File: config.mk
export PLATFORM = sky130hd
export DESIGN_NAME = program_loader
export DESIGN_NICKNAME = d
export VERILOG_FILES = /design/src/rtl/program_loader.sv
export SDC_FILE = /design/constraint.sdc
export NUM_CORES = 1
export LEC_CHECK = 0
export BUFFER_PORTS_ARGS = -buffer_cell sky130_fd_sc_hd__buf_2
export CAP_MARGIN = 20
export CORE_MARGIN = 2
export CORE_UTILIZATION = 60
export DETAILED_ROUTE_END_ITERATION = 12
export PLACE_DENSITY = 0.95
export SKIP_LAST_GASP = 1
export SYNTH_ARGS = -nofsm -noshare
export SYNTH_HDL_FRONTEND = slang
export SYNTH_SLANG_ARGS = --single-unit
File: constraint.sdc
create_clock -name i_clock -period 3.6 [get_ports i_clock]
set_input_delay 0.72 -clock i_clock [delete_from_list [all_inputs] [get_ports i_clock]]
set_output_delay 0.72 -clock i_clock [all_outputs]
set_load 0.005 [all_outputs]
File: src/rtl/program_loader.sv
// -----------------------------------------------------------------------------
// program_loader
//
// Loads the processor's instruction memory from the UART receive byte stream.
// A frame is a two-byte word count (high byte first) followed by that many
// instructions, each sent high byte first. Instructions are written to
// consecutive addresses starting at 0. The processor is held in reset until the
// whole program has been written.
//
// Ports:
//   i_clock         system clock, rising edge
//   i_reset         asynchronous active-low reset
//   i_rx_data       received byte
//   i_rx_valid      one-cycle strobe qualifying i_rx_data
//   i_restart       synchronous one-cycle pulse, re-arms the loader
//   o_wr_enb        program memory write enable (one-cycle pulse)
//   o_wr_addr       program memory write address
//   o_wr_data       program memory write data
//   o_cpu_reset     active-high processor reset, released when the load completes
//   o_done          program loaded
//   o_error         header word count out of range
//   o_words_loaded  number of words written so far
//
// All outputs come straight from registers.
// -----------------------------------------------------------------------------
module program_loader #(
    parameter int unsigned NB_INSTRUCTION = 16,
    parameter int unsigned NB_ADDR        = 11,
    parameter int unsigned NB_BYTE        = 8,
    parameter int unsigned NB_COUNT       = 16
) (
    input  logic                      i_clock,
    input  logic                      i_reset,
    input  logic [NB_BYTE-1:0]        i_rx_data,
    input  logic                      i_rx_valid,
    input  logic                      i_restart,
    output logic                      o_wr_enb,
    output logic [NB_ADDR-1:0]        o_wr_addr,
    output logic [NB_INSTRUCTION-1:0] o_wr_data,
    output logic                      o_cpu_reset,
    output logic                      o_done,
    output logic                      o_error,
    output logic [NB_COUNT-1:0]       o_words_loaded
);

    // A full memory (2**NB_ADDR words) is a legal program size.
    localparam int unsigned MaxWords = 2 ** NB_ADDR;

    typedef enum logic [2:0] {
        StLenHi,
        StLenLo,
        StInstHi,
        StInstLo,
        StFinish,
        StDone,
        StError
    } state_e;

    state_e                    state_q;
    logic [NB_BYTE-1:0]        byte_q;      // high byte of count or instruction
    logic [NB_COUNT-1:0]       count_q;     // words announced in the header
    logic [NB_ADDR-1:0]        addr_q;      // next address to write
    logic [NB_COUNT-1:0]       words_q;     // words written so far
    logic                      wr_enb_q;
    logic [NB_ADDR-1:0]        wr_addr_q;
    logic [NB_INSTRUCTION-1:0] wr_data_q;
    logic                      cpu_reset_q;
    logic                      done_q;
    logic                      error_q;

    // The byte held in byte_q and the byte arriving now form a full word.
    logic [NB_COUNT-1:0]       len_full;
    logic [NB_INSTRUCTION-1:0] inst_full;
    logic                      last_word;

    assign len_full  = {byte_q, i_rx_data};
    assign inst_full = {byte_q, i_rx_data};

    // words_q only advances at the end of the write pulse cycle, so the word
    // being completed now is words_q + 1.
    assign last_word = ((words_q + NB_COUNT'(1)) == count_q);

    always_ff @(posedge i_clock or negedge i_reset) begin
        if (!i_reset) begin
            state_q     <= StLenHi;
            byte_q      <= '0;
            count_q     <= '0;
            addr_q      <= '0;
            words_q     <= '0;
            wr_enb_q    <= 1'b0;
            wr_addr_q   <= '0;
            wr_data_q   <= '0;
            cpu_reset_q <= 1'b1;
            done_q      <= 1'b0;
            error_q     <= 1'b0;
        end else if (i_restart) begin
            // Restart wins over a byte arriving in the same cycle; that byte
            // is dropped. A pulse already on o_wr_enb this cycle is unaffected.
            state_q     <= StLenHi;
            byte_q      <= '0;
            count_q     <= '0;
            addr_q      <= '0;
            words_q     <= '0;
            wr_enb_q    <= 1'b0;
            wr_addr_q   <= '0;
            wr_data_q   <= '0;
            cpu_reset_q <= 1'b1;
            done_q      <= 1'b0;
            error_q     <= 1'b0;
        end else begin
            wr_enb_q <= 1'b0;

            // Advance address and word count at the end of the pulse cycle.
            // The address wraps to 0 after a full-memory load.
            if (wr_enb_q) begin
                addr_q  <= addr_q + NB_ADDR'(1);
                words_q <= words_q + NB_COUNT'(1);
            end

            unique case (state_q)
                StLenHi: begin
                    if (i_rx_valid) begin
                        byte_q  <= i_rx_data;
                        state_q <= StLenLo;
                    end
                end

                StLenLo: begin
                    if (i_rx_valid) begin
                        count_q <= len_full;
                        if (len_full == '0) begin
                            state_q <= StFinish;
                        end else if (32'(len_full) > MaxWords) begin
                            state_q <= StError;
                            error_q <= 1'b1;
                        end else begin
                            state_q <= StInstHi;
                        end
                    end
                end

                StInstHi: begin
                    if (i_rx_valid) begin
                        byte_q  <= i_rx_data;
                        state_q <= StInstLo;
                    end
                end

                StInstLo: begin
                    if (i_rx_valid) begin
                        wr_enb_q  <= 1'b1;
                        wr_addr_q <= addr_q;
                        wr_data_q <= inst_full;
                        state_q   <= last_word ? StFinish : StInstHi;
                    end
                end

                // One cycle of gap lets the final write land before the
                // processor leaves reset.
                StFinish: begin
                    state_q     <= StDone;
                    done_q      <= 1'b1;
                    cpu_reset_q <= 1'b0;
                end

                StDone: begin
                    done_q      <= 1'b1;
                    cpu_reset_q <= 1'b0;
                end

                StError: begin
                    error_q     <= 1'b1;
                    cpu_reset_q <= 1'b1;
                end

                default: begin
                    state_q <= StLenHi;
                end
            endcase
        end
    end

    assign o_wr_enb       = wr_enb_q;
    assign o_wr_addr      = wr_addr_q;
    assign o_wr_data      = wr_data_q;
    assign o_cpu_reset    = cpu_reset_q;
    assign o_done         = done_q;
    assign o_error        = error_q;
    assign o_words_loaded = words_q;

endmodule

==> flow_summary.yaml <==
yosys:
  ys_ff_latch: 85
  syn_inst: 363
  synth_edf_count: 0
  syn_area_sq_um: 3950
  ys_types: 43
  synth_top_area_cell: "dfrtp_1"
  async_flop_share: 1.00
  synth-main-ff-cell: "dfrtp_1"
  seq_area_frac_synth: 0.539
  yosysMostFrequentCell: "dfrtp_1"
  ys_warn_count: 0
  synth.top_cell.area_share: 0.532
  synthTopCellsByArea: "dfrtp_1 (53%), a22o_1 (9.5%), xor2_1 (5.3%)"
  synth_commonest_cells: "dfrtp_1 (84), nor2_1 (46), a22o_1 (43), xor2_1 (24), nand2_1 (19)"
  syn-num-nets: 377
  avgSynthCellArea_sq_um: 10.9
global_routing:
  grt_pass1_wl_mm: 15.4
  grt_pass1_vias: 3051
  grt_max_degree: 86
  grt_antenna_before_repair: 0
  grt.overflow.total: 0
  track_usage: 0.275
worst_setup_path:
  cp-end-kind: "flop"
  path_cells: "ha_1 -> nand2_1 -> nor3_1 -> nor2_1 -> a221o_1 -> or3_1 -> o22ai_2"
  cp.required_ns: 3.88
  slowest_delay_ns: 0.47
  start_kind: "flop"
  crit_fanout: 6
  cp.arrival_ns: 2.57
  crit_type: "flop to flop"
  cp_slowest_cell: "dfrtp_1"
final_layout:
  nets: 429
  drive_above_1_share: 0.214
  multi_input_area_sq_um: 1710
  final-seq-area_sq_um: 2130
  nFillCells: 429
  area_delta_synth_final_pct: 14.6
  final_area_sq_um: 4530
  n_antenna_cell: 0
pwr:
  combPwrFrac: 0.079
  powerDensity_nw_per_um2: 427
  leakage_nw: 2.24
  p_int_mw: 1.45
  seqPwrFrac: 0.522
  vdd_drop_max_uv: 391
  swShare: 0.250
  p_clk_frac: 0.400
  p_sw_mw: 0.483
floorplan:
  core_sq_um: 6350
  io_pins: 59
  fp.dieW_microns: 85.1
  die_h_microns: 85.1
  row_count: 29
  die-area_sq_um: 7240
  start_util: 0.622
drt:
  drt_iter0_markers: 216
  dr.pass1.iters: 7
  post_drt_wl_per_cell_microns: 18.9
  routed_wl_mm: 9.42
  top_layer: "met4"
  wl_met3_microns: 566
  drc: 0
  avgViaCountPerCell: 6.43
  ant_nets: 0
  wl_met2_mm: 4.52
  wl_met1_mm: 4.00
  via_count: 3196
cts:
  cts_setup_buffers: 0
  htreeDepth: 3
  cts_buffers: 9
  cts.sinks: 85
  cts_hold_buf: 0
  cts_resized: 0
  cts_root_buf: "clkbuf_8"
  clk_path_buf_depth: 2
  clk_latency_ns: 0.36
  tritoncts: "yes"
  clkTransAtPathRegs_ns: 0.09
timing:
  layout_worst_path_cycle_share: 0.635
  fin_worst_skew_ns: 0.0109
  hold_viol: 0
  worst_pin_slew_ns: 1.07
  slew_violations: 0
  setup_tns_ns: 0
  finalCriticalPeriod_ns: 2.29
  holdWs_ns: 0.161
  finalSetupViolCount: 0
  rsz0062_at_grt: "false"
  fmax_mhz: 438
  max_slew_margin: 0.280
placement:
  portBuffers: 58
  place_area_sq_um: 4270
  place_congestion: 0.950
  dp_hpwl_mm: 6.17
flow_run:
  cap_violations: 0
worst_hold_path:
  hp-class: "primary input to async pin"
outcome:
  status: "complete, no violations"
==> final cells by class <==
| cell class | count | area share |
|---|---|---|
| Clock buffer | 10 | 0.0304 |
| Clock inverter | 6 | 0.0205 |
| Inverter | 3 | 0.00249 |
| Multi-Input combinational cell | 253 | 0.378 |
| Sequential cell | 85 | 0.470 |
| Tap cell | 77 | 0.0213 |
| Timing Repair Buffer | 63 | 0.0774 |
==> sequential cells by signal, summed over array words and instances, names as in the netlist <==
name            flops
o_wr_addr          11
count_q            16
o_words_loaded     16
o_wr_enb            1
o_wr_data          16
o_done              1
byte_q              8
state_q             3
o_error             1
o_cpu_reset         1
addr_q             11
==> critical path: cells and delay by family (launching register included) <==
family / cells / cell delay (ns)
flip-flops: 1 / 0.47
AND/OR/NAND/NOR: 4 / 1.06
AO/OA/AOI/OAI: 2 / 0.42
adder cells (fa/ha/maj): 1 / 0.27
==> metrics by stage <==
stage | utilization | setup WS (ns) | power (mW) | cells
after floorplan | - | 1.61 | 1.11 | 363
after global placement | 0.672 | 1.10 | 1.16 | 480
after detailed placement | 0.672 | 0.987 | 1.17 | 480
after CTS | 0.708 | 1.36 | 1.93 | 496
after global routing | 0.713 | 1.16 | 2.00 | 497
final | 0.713 | 1.31 | 1.93 | 497
==> layout by cell type (no fill, tap or decap), types with 2 or more instances in the layout <==
master / instances
dfrtp_1: 84
buf_2: 57
nor2_1: 46
a22o_1: 43
xor2_1: 24
nand2_1: 19
xnor2_1: 17
a21oi_1: 11
mux2i_1: 11
clkbuf_8: 10
nand3_1: 9
and3_1: 8
o21ai_0: 8
nand4_1: 7
or3_1: 6
nor2b_1: 5
buf_4: 5
nor3_1: 4
inv_1: 3
nor3_2: 3
nor4_1: 3
a31oi_1: 3
or2_2: 2
or4_1: 2
o22ai_1: 2
a211oi_1: 2
o31ai_1: 2
ha_1: 2
bufinv_16: 2
clkinvlp_4: 2
inv_6: 2
==> metal layers <==
layer,global-route usage,vias up
met3,0.0457,34
met5,0,-
met4,0.152,0
met2,0.415,157
met1,0.382,1590
li1,-,1415
==> logic make-up after synthesis <==
family,share of synthesized area
AOI/OAI and AO/OA,0.153
adders and majority gates,0.00634
and+or+nand+nor,0.153
xor gates and xnor gates,0.0910
DFF,0.539
buffers and inverters,0.0301
muxes,0.0279
==> final timing paths <==
path / startpoint / to / slack (ns) / cells past startpoint
worst min-delay path: i_reset / o_words_loaded[8] / 0.16 / 1
max in group asynchronous: i_reset / o_cpu_reset / 2.84 / 2
worst min register to register: o_wr_data[2] / o_wr_data[2] / 0.50 / 1
worst max-delay path: o_words_loaded[0] / state_q[2] / 1.31 / 7
min in group i_clock: o_wr_data[2] / o_wr_data[2] / 0.50 / 1
worst max register to register: o_words_loaded[0] / state_q[2] / 1.31 / 7
==> power by group through the flow <==
stage / clock, mW / sequential, mW / combinational, mW
3_3_place_gp: 0 / 1.02 / 0.137
2_1_floorplan: 0 / 1.01 / 0.0969
3_5_place_dp: 0 / 1.03 / 0.145
4_1_cts: 0.776 / 1.01 / 0.147
5_1_grt: 0.824 / 1.01 / 0.167
6_report: 0.772 / 1.01 / 0.152
Note: power is estimated with default switching activity, not from simulation.
